==> src/rtl/frame_deserializer.sv <==
// Streams raster-order pixels into a double-buffered N x N frame store.
// A completed frame is presented on image_out until the consumer acknowledges it.
module frame_deserializer #(
  parameter int unsigned N = 5,
  parameter int unsigned W = 8
) (
  input  logic                         clk,
  input  logic                         rst,
  input  logic [W-1:0]                 pix_in,
  input  logic                         pix_valid,
  input  logic                         pix_sof,
  output logic                         pix_ready,
  output logic [N-1:0][N-1:0][W-1:0]   image_out,
  output logic                         frame_valid,
  input  logic                         frame_ack,
  output logic                         frame_err
);

  localparam int unsigned CW = (N > 1) ? $clog2(N) : 1;
  localparam logic [CW-1:0] Last = CW'(N - 1);

  typedef logic [N-1:0][N-1:0][W-1:0] frame_t;
  typedef enum logic {StFill, StHold} state_e;

  state_e          state_q;
  logic [CW-1:0]   row_q, col_q;
  frame_t          wr_q, rd_q;
  logic            valid_q, err_q, ready_q;

  logic            accept, restart, last_px;
  logic [CW-1:0]   row_eff, col_eff;
  frame_t          wr_d;

  always_comb begin
    accept  = pix_valid & ready_q;
    // A start-of-frame marker mid-frame drops the partial frame and restarts at (0,0).
    restart = accept & pix_sof & ((row_q != '0) | (col_q != '0));
    row_eff = restart ? '0 : row_q;
    col_eff = restart ? '0 : col_q;
    last_px = accept & (row_eff == Last) & (col_eff == Last);
    wr_d    = wr_q;
    if (accept) begin
      wr_d[row_eff][col_eff] = pix_in;
    end
  end

  always_ff @(posedge clk or posedge rst) begin
    if (rst) begin
      state_q <= StFill;
      row_q   <= '0;
      col_q   <= '0;
      wr_q    <= '0;
      rd_q    <= '0;
      valid_q <= 1'b0;
      err_q   <= 1'b0;
      ready_q <= 1'b0;
    end else begin
      err_q <= restart;
      wr_q  <= wr_d;
      unique case (state_q)
        StFill: begin
          ready_q <= 1'b1;
          if (accept) begin
            if (last_px) begin
              row_q <= '0;
              col_q <= '0;
            end else if (col_eff == Last) begin
              row_q <= row_eff + CW'(1);
              col_q <= '0;
            end else begin
              row_q <= row_eff;
              col_q <= col_eff + CW'(1);
            end
          end
          if (last_px) begin
            // An ack arriving with the last pixel frees the read bank in time for the swap.
            if (!valid_q || frame_ack) begin
              rd_q    <= wr_d;
              valid_q <= 1'b1;
            end else begin
              state_q <= StHold;
              ready_q <= 1'b0;
            end
          end else if (valid_q && frame_ack) begin
            valid_q <= 1'b0;
          end
        end
        StHold: begin
          ready_q <= 1'b0;
          if (frame_ack) begin
            rd_q    <= wr_q;
            state_q <= StFill;
            ready_q <= 1'b1;
          end
        end
        default: state_q <= StFill;
      endcase
    end
  end

  assign pix_ready   = ready_q;
  assign image_out   = rd_q;
  assign frame_valid = valid_q;
  assign frame_err   = err_q;

endmodule

==> config.mk <==
export PLATFORM = sky130hd
export DESIGN_NAME = frame_deserializer
export DESIGN_NICKNAME = d
export VERILOG_FILES = /design/src/rtl/frame_deserializer.sv
export SDC_FILE = /design/constraint.sdc
export NUM_CORES = 1
export LEC_CHECK = 0
export ABC_CLOCK_PERIOD_IN_PS = 17000
export BUFFER_PORTS_ARGS = -buffer_cell sky130_fd_sc_hd__clkbuf_2
export CORE_MARGIN = 8
export CORE_UTILIZATION = 59
export DETAILED_ROUTE_END_ITERATION = 6
export HOLD_SLACK_MARGIN = 0.02
export MAX_ROUTING_LAYER = met4
export PLACE_DENSITY = 0.83
export SLEW_MARGIN = 10
export SYNTH_ARGS = -nofsm -noshare
export SYNTH_HDL_FRONTEND = slang
export SYNTH_SLANG_ARGS = --single-unit
==> constraint.sdc <==
create_clock -name clk -period 17 [get_ports clk]
set_input_delay 3.4 -clock clk [delete_from_list [all_inputs] [get_ports clk]]
set_output_delay 3.4 -clock clk [all_outputs]
set_load 0.005 [all_outputs]
==> flow_summary.yaml, run 1 <==
timing:
  hold_viol: 0
  fin_crit_sh: 0.371
  fmax_mhz: 159
  setup_ws_ps: 10690
  maxSlewHeadroom: 0.240
  tightest_slew_ps: 1120
  min_period_ps: 6310
  fin_worst_skew_ps: 26.4
  grt_setup_unrepaired: "false"
  tns_ps: 0
  drv_slew: 0
  setup_viol: 0
critical_path:
  r2r_slack_ps: 13550
  reg2regPathDepth: 7
  crit_required_ps: 17400
  r2r_end: "image_out[94]"
  end_kind: "flop"
  crit_family: "simple AND/OR/NAND/NOR gates"
  cp-endpoint: "image_out[94]"
  crit_chain: "clkbuf_2 > nand3_1 > nand2_1 > ha_1 > and2_1 > and4_1 > o22ai_4 > buf_12 > mux2_2"
  crit_cells: 9
  r2r-start: "col_q[1]"
  cp-start-kind: "primary input"
  worst_path_largest_cell_delay_ps: 550
  crit_fanout: 151
  path_class: "primary input to flop"
  cp-startpoint: "pix_sof"
  critPathSlowestCell: "buf_12"
  path_buf_inv: 2
  cp.arrival_ps: 6710
routing:
  routed_wl_um: 41000
  viasPerCell: 5.78
  via_count: 10631
  dr.pass1.iters: 5
  wl_per_cell_um: 22.3
  drtAntennaViolNets: 0
  remaining_drc_errors: 0
  drt_iter0_markers: 636
cells_and_area:
  areaGrowthSynthToFinish_pct: 14.2
  drive_above_1_share: 0.635
  layout.nets: 1425
  final_util: 0.676
  stdcell_area_sq_mm: 0.0211
logic_synthesis:
  synth_edf_count: 0
  seq_area_frac_synth: 0.555
  synth_warnings: 0
  synth_cell_types: 52
  syn_area_sq_mm: 0.0185
  synthCells: 1222
  ys_ff_latch: 410
  synthFlopType: "dfrtp_1"
  syn-num-nets: 1239
  async_flop_share: 1.00
  syn_avg_cell_area_sq_um: 15.1
global_route:
  antenna_found_initial: 1
  track_usage: 0.228
  grt.overflow.total: 0
  grt_max_degree: 152
  grt_first_pass_wirelength_um: 64500
  grt_pass1_vias: 11245
clock_network:
  cts-root-buf: "clkbuf_16"
  ctsHoldBuffers: 0
  htree_levels: 2
  clock_latency_ps: 540
  cts_sinks: 410
  clkTransAtPathRegs_ps: 60
  cts-resized-gates: 0
  post_cts_buffers: 0
  tritoncts.num_buffers: 41
  cts_tree: "built"
  clock_tree.buffer_depth: 3
placed_design:
  gp_congestion: 0.890
  placed_area_sq_mm: 0.0198
  pre_cts_slack_ps: 10290
  io_buffers: 215
  dp_hpwl_um: 25700
floorplanning:
  die_y_um: 193
  ios: 216
  die-area_sq_mm: 0.0372
  die_w_um: 193
  start_util: 0.592
  fp.coreArea_sq_mm: 0.0312
  rows: 65
min_path:
  hp-class: "flop to flop"
  hp-start: "image_out[186]"
run_status:
  status: "finished clean"
power_and_ir_drop:
  p_leak_uw: 0.0110
  power_density_mw_per_mm2: 111
  ir_drop_v: 0.0000726
flow_run:
  maxCapViolCount: 0
layer usage:
layer  share of wire  vias to the layer above  global-route usage
met1            0.45                     5556               0.306
li1                -                     4772                   -
met2            0.49                      234               0.362
met5               0                        -                   -
met3           0.039                       69              0.0333
met4           0.024                        0              0.0618
cells in the mapped netlist, types with 4 or more instances:
master,number,area share
nand3_2,8,0.0043
clkbuf_1,45,0.0091
a21oi_1,4,0.0011
nor2_1,4,0.00081
mux2_2,574,0.35
nand3_1,11,0.0030
buf_4,22,0.0089
ha_1,4,0.0027
o21ai_0,5,0.0014
mux2_1,18,0.011
nor2_2,9,0.0030
nor4_4,11,0.013
nand4_1,4,0.0014
inv_1,8,0.0016
dfrtp_1,410,0.56
nand2_1,21,0.0043
buf_2,16,0.0043
nor2b_1,4,0.0014
cell usage in the layout, fill, tap and decap left out, types with 2 or more instances in the layout:
| master | netlist | routed |
|---|---|---|
| mux2_2 | 574 | 574 |
| nand3b_1 | 2 | 2 |
| clkinv_2 | 0 | 6 |
| buf_4 | 22 | 11 |
| clkbuf_8 | 0 | 12 |
| clkbuf_16 | 0 | 41 |
| dfrtp_1 | 410 | 410 |
| nand3_1 | 11 | 11 |
| clkbuf_2 | 0 | 215 |
| nor2b_1 | 4 | 4 |
| nor3b_2 | 3 | 3 |
| nor3_4 | 3 | 3 |
| nor2_2 | 9 | 9 |
| ha_1 | 4 | 4 |
| nor2_1 | 4 | 4 |
| or3b_4 | 2 | 2 |
| bufinv_16 | 0 | 2 |
| inv_1 | 8 | 7 |
| or3b_1 | 2 | 2 |
| a31oi_1 | 2 | 2 |
| a21oi_1 | 4 | 4 |
| mux2_1 | 18 | 18 |
| and3b_1 | 2 | 2 |
| nor4_4 | 11 | 11 |
| nand4_1 | 4 | 4 |
| clkbuf_1 | 45 | 8 |
| o21ai_0 | 5 | 5 |
| and2_1 | 2 | 2 |
| diode_2 | 0 | 2 |
| nand2_1 | 21 | 21 |
| nand3_2 | 8 | 8 |
| inv_6 | 0 | 2 |
through the flow:
step                power, uW  instances  hold slack (ps)
floorplan                1390       1222              474
global placement         1440       1767              473
detailed placement       1460       1767              484
CTS                      2360       1838              496
global route             2440       1839              511
finish                   2340       1840              491
power breakdown:
group / total, uW / switching (uW) / internal [uW]
registers: 1140 / 63.7 / 1080
clock network: 892 / 366 / 526
logic: 303 / 137 / 166
layout make-up:
class                           count  area, sq um
Antenna cell                        2         5.00
Clock buffer                       61         1220
Clock inverter                     10          108
Fill cell                        2210        10100
Inverter                            8         37.5
Multi-Input combinational cell    720         7790
Sequential cell                   410        10300
Tap cell                          402          503
Timing Repair Buffer              227         1180
sequential cells by signal, summed over array words and instances, names as in the netlist:
| name | count |
|---|---|
| row_q | 3 |
| frame_valid | 1 |
| frame_err | 1 |
| col_q | 3 |
| pix_ready | 1 |
| image_out | 200 |
| state_q | 1 |
| wr_q | 200 |
logic make-up after synthesis:
group / count (synthesis) / share of synthesized area
muxes: 592 / 0.361
DFF: 410 / 0.555
and+or+nand+nor: 104 / 0.0500
buffers and inverters: 92 / 0.0246
AOI/OAI and AO/OA: 20 / 0.00697
adders and majority gates: 4 / 0.00271
worst min-delay path by stage:
stage | end | slack [ps] | cells past startpoint
after global routing | image_out[103] | 510 | 1
after detailed placement | image_out[191] | 480 | 1
after CTS | image_out[191] | 500 | 1
after global placement | image_out[155] | 470 | 1
final | image_out[186] | 490 | 1
after floorplan | wr_q[40] | 470 | 1
Power figures use the tool's default switching activity.
==> run 2, diff against run 1 <==
--- a/config.mk
+++ b/config.mk
@@ -5,7 +5,7 @@
 export SDC_FILE = /design/constraint.sdc
 export NUM_CORES = 1
 export LEC_CHECK = 0
-export ABC_CLOCK_PERIOD_IN_PS = 17000
+export ABC_CLOCK_PERIOD_IN_PS = 6100
 export BUFFER_PORTS_ARGS = -buffer_cell sky130_fd_sc_hd__clkbuf_2
 export CORE_MARGIN = 8
 export CORE_UTILIZATION = 59
==> constraint.sdc (replaced) <==
create_clock -name clk -period 6.1 [get_ports clk]
set_input_delay 1.22 -clock clk [delete_from_list [all_inputs] [get_ports clk]]
set_output_delay 1.22 -clock clk [all_outputs]
set_load 0.005 [all_outputs]
==> run 2 against run 1 <==
Register-to-register slack worse by 11000 ps. Clock skew down 15 ps. Clock power rose to 2.8 times the previous value. Hold slack improved by 3.2 ps. Routed wire length fell by 0.15%. Critical path type unchanged. Count of clock-buffer cells in the layout rose by 6.
==> flow_summary.yaml, run 2 (synthesized netlist as in run 1, its figures left out) <==
run_status:
  status: "finished clean"
power_and_ir_drop:
  ir_drop_v: 0.000232
  power_density_mw_per_mm2: 308
  p_leak_uw: 0.0110
floorplanning:
  die_y_um: 193
  rows: 65
  die_w_um: 193
  start_util: 0.592
  ios: 216
  fp.coreArea_sq_mm: 0.0312
  die-area_sq_mm: 0.0372
clock_network:
  clock_tree.buffer_depth: 3
  htree_levels: 2
  post_cts_buffers: 0
  cts-root-buf: "clkbuf_16"
  clock_latency_ps: 520
  cts-resized-gates: 0
  cts_sinks: 410
  cts_tree: "built"
  tritoncts.num_buffers: 43
  ctsHoldBuffers: 0
  clkTransAtPathRegs_ps: 60
placed_design:
  io_buffers: 215
  gp_congestion: 0.888
  dp_hpwl_um: 25800
  pre_cts_slack_ps: 1510
routing:
  routed_wl_um: 40900
  remaining_drc_errors: 0
  drtAntennaViolNets: 0
  via_count: 10585
  dr.pass1.iters: 4
  wl_per_cell_um: 22.2
  viasPerCell: 5.75
  drt_iter0_markers: 522
cells_and_area:
  layout.nets: 1426
  fillers: 2226
  final_util: 0.676
  layout_common_cells: "mux2_2 (574), dfrtp_1 (410), clkbuf_2 (215)"
  layout_commonest_cell: "mux2_2"
  areaGrowthSynthToFinish_pct: 14.2
  drive_above_1_share: 0.631
critical_path:
  path_class: "primary input to flop"
  cp-start-kind: "primary input"
  path_buf_inv: 2
  reg2regPathDepth: 7
  end_kind: "flop"
  r2r_slack_ps: 2750
  r2r_end: "image_out[124]"
  cp.arrival_ps: 4450
  critPathSlowestCell: "buf_12"
  worst_path_largest_cell_delay_ps: 530
  crit_chain: "clkbuf_2 > nand3_1 > nand2_1 > ha_1 > and2_1 > and4_1 > o22ai_4 > buf_12 > mux2_2"
  r2r-start: "col_q[1]"
  crit_family: "simple AND/OR/NAND/NOR gates"
  crit_fanout: 136
  crit_required_ps: 6500
timing:
  maxSlewHeadroom: 0.218
  fmax_mhz: 247
  tns_ps: 0
  setup_viol: 0
  drv_slew: 0
  hold_viol: 0
  tightest_slew_ps: 1170
  setup_ws_ps: 2060
  fin_worst_skew_ps: 11.3
  grt_setup_unrepaired: "false"
  min_period_ps: 4040
  hold-worst-slack_ps: 494
  fin_crit_sh: 0.663
global_route:
  grt_max_degree: 185
  antenna_found_initial: 1
  met2_usage: 0.369
  met1_usage: 0.302
  gr-usage-met3: 0.0374
  grt_first_pass_wirelength_um: 64600
  top_usage_layer: "met2"
  grt_pass1_vias: 11490
  grt.overflow.total: 0
  track_usage: 0.227
min_path:
  hp-class: "flop to flop"
  hp-start: "image_out[186]"
  worstHoldEndpoint: "image_out[186]"
  whs_path_depth: 1
flow_run:
  maxCapViolCount: 0
[run 2: changes by cell type in the layout (fill, tap and decap cells not counted), sizes merged]
cell,previous run,this run
diode,2,3
bufinv,2,1
clkinvlp,0,1
clkbuf,276,282
buf,12,11
clkinv,6,3
inv,10,9
[run 2: worst max path at each step]
stage	from	end	slack, ps	cells after the start
final	pix_sof	image_out[124]	2060	9
after global routing	pix_sof	image_out[189]	1870	9
after CTS	pix_sof	image_out[189]	2050	9
after detailed placement	pix_sof	image_out[100]	1510	9
after global placement	pix_sof	image_out[107]	1640	9
after floorplan	rst	col_q[0]	-650	1
[run 2: cell type report]
| type | count | area, sq um | area share |
|---|---|---|---|
| Clock inverter | 6 | 62.6 | 0.00296 |
| Clock buffer | 67 | 1270 | 0.0600 |
| Sequential cell | 410 | 10300 | 0.486 |
| Timing Repair Buffer | 226 | 1200 | 0.0566 |
| Multi-Input combinational cell | 720 | 7790 | 0.369 |
| Antenna cell | 3 | 7.51 | 0.000355 |
| Inverter | 8 | 33.8 | 0.00160 |
| Tap cell | 402 | 503 | 0.0238 |
[run 2: per-layer routing]
metal  vias to the layer above  routed length [um]
met5                         -                   0
met4                         0                 533
met3                        39                1960
met2                       227               20300
met1                      5548               18200
li1                       4771                   -
[run 2: per-stage QoR]
stage / area (sq um) / instances / total power (uW)
2_1_floorplan: 18500 / 1222 / 3870
3_3_place_gp: 19800 / 1766 / 4010
3_5_place_dp: 19800 / 1766 / 4070
4_1_cts: 21100 / 1839 / 6550
5_1_grt: 21100 / 1840 / 6770
6_report: 21100 / 1842 / 6500
[run 2: worst register-to-register path, delay by kind of cell, from the launching register on]
family / cells / cell delay (ps)
compound gates: 1 / 170
buf+inv: 1 / 540
simple gates: 3 / 690
fa+ha+maj: 1 / 290
mux: 1 / 620
flops: 1 / 920
[run 2: power by group]
part	total, uW	internal [uW]	switching (uW)
clock network	2470	1460	1010
registers	3180	3000	178
logic	846	465	381
